--- src/rtl/autoshutdown_pkg.sv ---
// Shared types for the multi-channel auto-shutdown timer.
package autoshutdown_pkg;

  typedef enum logic [1:0] {
    ASD_PULSE_REPEAT = 2'd0,
    ASD_PULSE_ONCE   = 2'd1,
    ASD_LEVEL        = 2'd2
  } asd_mode_e;

  typedef enum logic [1:0] {
    ASD_IDLE     = 2'd0,
    ASD_COUNTING = 2'd1,
    ASD_FIRE     = 2'd2,
    ASD_HOLD     = 2'd3
  } asd_state_e;

endpackage

--- src/rtl/autoshutdown_channel.sv ---
// One shutdown channel: idle-cycle counter, FSM and Moore-decoded warn/C.
module autoshutdown_channel
  import autoshutdown_pkg::*;
#(
  parameter int        CNT_W   = 16,
  parameter int        TIMEOUT = 30000,
  parameter int        WARN_T  = 25000,
  parameter asd_mode_e MODE    = ASD_PULSE_REPEAT
) (
  input  logic clk,
  input  logic rst,
  input  logic infra,
  input  logic enable,
  output logic warn,
  output logic C
);

  if (TIMEOUT < 2 || 64'(TIMEOUT) > ((64'd1 << CNT_W) - 64'd1)) begin : g_bad_timeout
    $fatal(1, "autoshutdown_channel: TIMEOUT out of range for CNT_W");
  end
  if (WARN_T < 1 || WARN_T >= TIMEOUT) begin : g_bad_warn
    $fatal(1, "autoshutdown_channel: WARN_T must be in [1, TIMEOUT)");
  end

  localparam logic [CNT_W-1:0] LAST   = CNT_W'(TIMEOUT - 1);
  localparam logic [CNT_W-1:0] WARN_C = CNT_W'(WARN_T);

  asd_state_e       state;
  logic [CNT_W-1:0] cnt;
  logic             idle;

  assign idle = !infra && enable;

  always_ff @(posedge clk or posedge rst) begin
    if (rst) begin
      state <= ASD_IDLE;
      cnt   <= '0;
    end else begin
      case (state)
        ASD_IDLE: begin
          cnt <= '0;
          if (idle) state <= ASD_COUNTING;
        end
        ASD_COUNTING: begin
          // Activity wins over expiry when both land on the same edge.
          if (!idle) begin
            state <= ASD_IDLE;
            cnt   <= '0;
          end else if (cnt < LAST) begin
            cnt <= cnt + CNT_W'(1);
          end else begin
            state <= ASD_FIRE;
            cnt   <= '0;
          end
        end
        ASD_FIRE: begin
          cnt   <= '0;
          state <= (MODE == ASD_PULSE_REPEAT) ? ASD_IDLE : ASD_HOLD;
        end
        ASD_HOLD: begin
          cnt <= '0;
          if (!idle) state <= ASD_IDLE;
        end
        default: begin
          state <= ASD_IDLE;
          cnt   <= '0;
        end
      endcase
    end
  end

  assign warn = (state == ASD_COUNTING) && (cnt >= WARN_C);
  assign C    = (state == ASD_FIRE) || ((state == ASD_HOLD) && (MODE == ASD_LEVEL));

endmodule

--- src/rtl/autoshutdown_timer_mc.sv ---
// N_CH independent auto-shutdown channels with a combined shutdown flag.
module autoshutdown_timer_mc
  import autoshutdown_pkg::*;
#(
  parameter int        N_CH    = 4,
  parameter int        CNT_W   = 16,
  parameter int        TIMEOUT = 30000,
  parameter int        WARN_T  = 25000,
  parameter asd_mode_e MODE    = ASD_PULSE_REPEAT
) (
  input  logic            clk,
  input  logic            rst,
  input  logic [N_CH-1:0] infra,
  input  logic [N_CH-1:0] enable,
  output logic [N_CH-1:0] warn,
  output logic [N_CH-1:0] C,
  output logic            any_C
);

  if (N_CH < 1 || N_CH > 16) begin : g_bad_nch
    $fatal(1, "autoshutdown_timer_mc: N_CH must be in [1, 16]");
  end

  for (genvar i = 0; i < N_CH; i++) begin : g_ch
    autoshutdown_channel #(
      .CNT_W  (CNT_W),
      .TIMEOUT(TIMEOUT),
      .WARN_T (WARN_T),
      .MODE   (MODE)
    ) u_ch (
      .clk   (clk),
      .rst   (rst),
      .infra (infra[i]),
      .enable(enable[i]),
      .warn  (warn[i]),
      .C     (C[i])
    );
  end

  assign any_C = |C;

endmodule

--- config.mk ---
export PLATFORM = sky130hd
export DESIGN_NAME = autoshutdown_timer_mc
export DESIGN_NICKNAME = d
export VERILOG_FILES = /design/src/rtl/autoshutdown_pkg.sv /design/src/rtl/autoshutdown_channel.sv /design/src/rtl/autoshutdown_timer_mc.sv
export SDC_FILE = /design/constraint.sdc
export NUM_CORES = 1
export LEC_CHECK = 0
export ABC_AREA = 1
export CAP_MARGIN = 20
export CORE_ASPECT_RATIO = 1.5
export CORE_UTILIZATION = 30
export DETAILED_ROUTE_END_ITERATION = 8
export DONT_BUFFER_PORTS = 1
export PLACE_DENSITY = 0.52
export SLEW_MARGIN = 40
export SYNTH_ARGS = -nofsm -noshare
export SYNTH_HDL_FRONTEND = slang
export SYNTH_SLANG_ARGS = --single-unit
--- constraint.sdc ---
create_clock -name clk -period 5.9 [get_ports clk]
set_input_delay 0.885 -clock clk [delete_from_list [all_inputs] [get_ports clk]]
set_output_delay 0.885 -clock clk [all_outputs]
set_load 0.01 [all_outputs]
==> impl_metrics.json <==
{
  "hold_path_end": "g_ch[0].u_ch.cnt[0]$_DFF_PP0_",
  "dieArea_um2": 15500,
  "finalPower_mw": 1.19,
  "finalWeightedCongestion": 0.832,
  "cp_max_fo": 5,
  "clkTransAtPathRegs_ns": 0.06,
  "worst-path-buf-inv": 1,
  "p_sw_share_pct": 26.7,
  "fin_area_um2": 4920,
  "place.port_buffers": 0,
  "crit_top_cell": "nand2_1",
  "hold_ws_ns": 0.459,
  "hpwl_um": 6810,
  "grt_pass1_vias": 3636,
  "power_switching_mw": 0.316,
  "syn_avg_cell_area_um2": 7.09,
  "worstPathRequired_ns": 5.02,
  "cp-start-kind": "flop",
  "crit_chain": "nand2_1 -> inv_1 -> o21ai_0 -> nand2_1 -> nand2_1 -> a21boi_0",
  "num_rows": 54,
  "drive_gt1_share_pct": 9.72,
  "p_leak_nw": 2.13,
  "via_per_inst": 4.42,
  "period_needed_ns": 2.43,
  "holdPathStages": 1,
  "cts_max_level": 3,
  "grt_max_degree": 73,
  "fin_tns_setup_ns": 0,
  "r2r_setup_slack_ns": 4.06,
  "internal_power_mw": 0.869,
  "die_h_um": 152,
  "synth_seq_cells": 72,
  "place_area_um2": 4630,
  "drc": 0,
  "vias": 3684,
  "reg2reg_depth": 10,
  "antenna_found_initial": 0,
  "slowest_stage": "dfrtp_1",
  "synth-seq-area-share_pct": 40.1,
  "fin_util_pct": 33.7,
  "syn_inst": 633,
  "cts_made_buffers": 9,
  "grt_usage_pct": 13.2,
  "critical-path-top-delay-family": "compound AO/OA/AOI/OAI gates",
  "cts.path.max_buffers": 2,
  "grt.overflow.total": 0,
  "rsz0062_at_grt": "no",
  "r2r_end": "g_ch[3].u_ch.cnt[11]$_DFF_PP0_",
  "grt_pass1_wl_um": 16200,
  "diodes": 0,
  "worstMarginPinSlew_ns": 0.678,
  "drt_iter0_drc": 132,
  "hold_viol": 0,
  "die_width_um": 102,
  "holdBufCountCts": 0,
  "skew_ns": 0.00759,
  "cap_violations": 0,
  "most-common-layout-cells": "nand2_1, nor2_1, inv_1",
  "crit_type": "flop to output port",
  "drt-total-wl_um": 9210,
  "ant_nets": 0,
  "synth_area_um2": 4490,
  "seq_power_share_pct": 45.4,
  "cts_post_setup_buffers_inserted": 0,
  "pwr-share-comb_pct": 10.7,
  "slew_violations": 0,
  "yosysWarnings": 0,
  "cts_tree": "done",
  "post_cts_resized": 0,
  "clkPwrFrac_pct": 43.9,
  "r2r-start": "g_ch[3].u_ch.cnt[0]$_DFF_PP0_",
  "cp.arrival_ns": 1.54,
  "hp-start": "g_ch[0].u_ch.cnt[0]$_DFF_PP0_",
  "hp-class": "flop to flop",
  "wl_per_cell_um": 11.0,
  "fin_nets": 651,
  "initial_core_util_pct": 30.8,
  "slew_headroom_pct": 54.8,
  "layout-area-overhead-vs-synth_pct": 9.62,
  "outcome": "finished, final reports clean",
  "root_buffer": "clkbuf_16",
  "clock_latency_ns": 0.33,
  "cpPeakStageDelay_ns": 0.40,
  "layout_commonest_cell": "nand2_1",
  "peakVddDrop_uv": 107,
  "core-area_um2": 14600,
  "powerDensity_nw_per_um2": 241,
  "synth.distinct_cells": 32,
  "setup_violations": 0,
  "io_pins": 19,
  "dr.pass1.iters": 4,
  "timing.final.crit_share_pct": 41.1,
  "clock-sinks": 72,
  "end_kind": "output port",
  "fmax_ghz": 0.412
}
==> cells by family after synthesis <==
family	share of synthesized area (%)
compound gates	5.96
simple gates	38.4
buf+inv	11.8
xor+xnor	1.37
fa+ha+maj	2.23
other cells	0.0835
flops	40.1
==> worst register-to-register path, cell delays in order, from the launching register on <==
cell,delay (ns)
dfrtp_1,0.39
ha_1,0.19
nand2_1,0.08
inv_1,0.15
nand2_1,0.09
nand2_1,0.08
nand2_1,0.06
nand2_2,0.41
inv_2,0.15
nand2_1,0.09
nor2_1,0.04
==> state kept, by name (all words and copies together), names as in the netlist <==
register / flops
g_ch.u_ch.cnt: 64
g_ch.u_ch.state: 8
==> cells in the mapped netlist (all sizes together) <==
| library cell | count | share of area (%) |
|---|---|---|
| nand3 | 35 | 4.5 |
| nand2 | 151 | 13 |
| o21ai | 20 | 2.2 |
| a21boi | 1 | 0.17 |
| conb | 1 | 0.084 |
| nor2 | 141 | 13 |
| a21oi | 20 | 2.3 |
| buf | 15 | 2.7 |
| xnor2 | 3 | 0.59 |
| a31oi | 3 | 0.42 |
| dfrtp | 72 | 40 |
| or3 | 1 | 0.14 |
| inv | 109 | 9.1 |
| and3 | 1 | 0.17 |
| o21bai | 5 | 0.84 |
| xor2 | 4 | 0.78 |
| nor3 | 33 | 6.4 |
| ha | 8 | 2.2 |
| nand4 | 6 | 0.84 |
| nand3b | 4 | 0.67 |
==> power groups by stage <==
stage	registers, mW	clock network (mW)	logic, mW
global route	0.540	0.561	0.148
global placement	0.546	0	0.125
floorplan	0.538	0	0.120
CTS	0.538	0.543	0.130
finish	0.538	0.521	0.127
detailed placement	0.547	0	0.129
==> per-layer routing <==
layer | part of all wire, % | up-vias | track usage [%]
li1 | - | 1933 | -
met1 | 44 | 1699 | 15.2
met2 | 52 | 42 | 23.2
met3 | 2.4 | 10 | 2.90
met4 | 1.6 | 0 | 5.10
met5 | 0 | - | 0
==> per-stage QoR <==
| step | worst slack (ns) | cells |
|---|---|---|
| floorplan | 3.19 | 636 |
| global placement | 3.83 | 818 |
| detailed placement | 3.77 | 818 |
| CTS | 3.45 | 834 |
| global route | 3.38 | 834 |
| finish | 3.47 | 834 |
==> area by class of cell <==
cell class                      instances  area [um^2]
Inverter                              109          409
Tap cell                              196          245
Timing Repair Buffer                    1         11.3
Fill cell                            1578         9670
Sequential cell                        72         1800
Clock inverter                          2         12.5
Multi-Input combinational cell        440         2170
Clock buffer                           14          274
==> worst max-delay path by stage <==
stage / from / endpoint / slack (ns) / cells past startpoint
after detailed placement: enable[3] / g_ch[3].u_ch.cnt[12]$_DFF_PP0_ / 3.77 / 8
after global placement: enable[3] / g_ch[3].u_ch.cnt[3]$_DFF_PP0_ / 3.83 / 8
after floorplan: rst / g_ch[0].u_ch.cnt[0]$_DFF_PP0_ / 3.19 / 1
after CTS: g_ch[3].u_ch.cnt[5]$_DFF_PP0_ / warn[3] / 3.45 / 6
final: g_ch[3].u_ch.cnt[5]$_DFF_PP0_ / warn[3] / 3.47 / 6
after global routing: g_ch[3].u_ch.cnt[9]$_DFF_PP0_ / warn[3] / 3.38 / 5
Power figures use the tool's default switching activity.
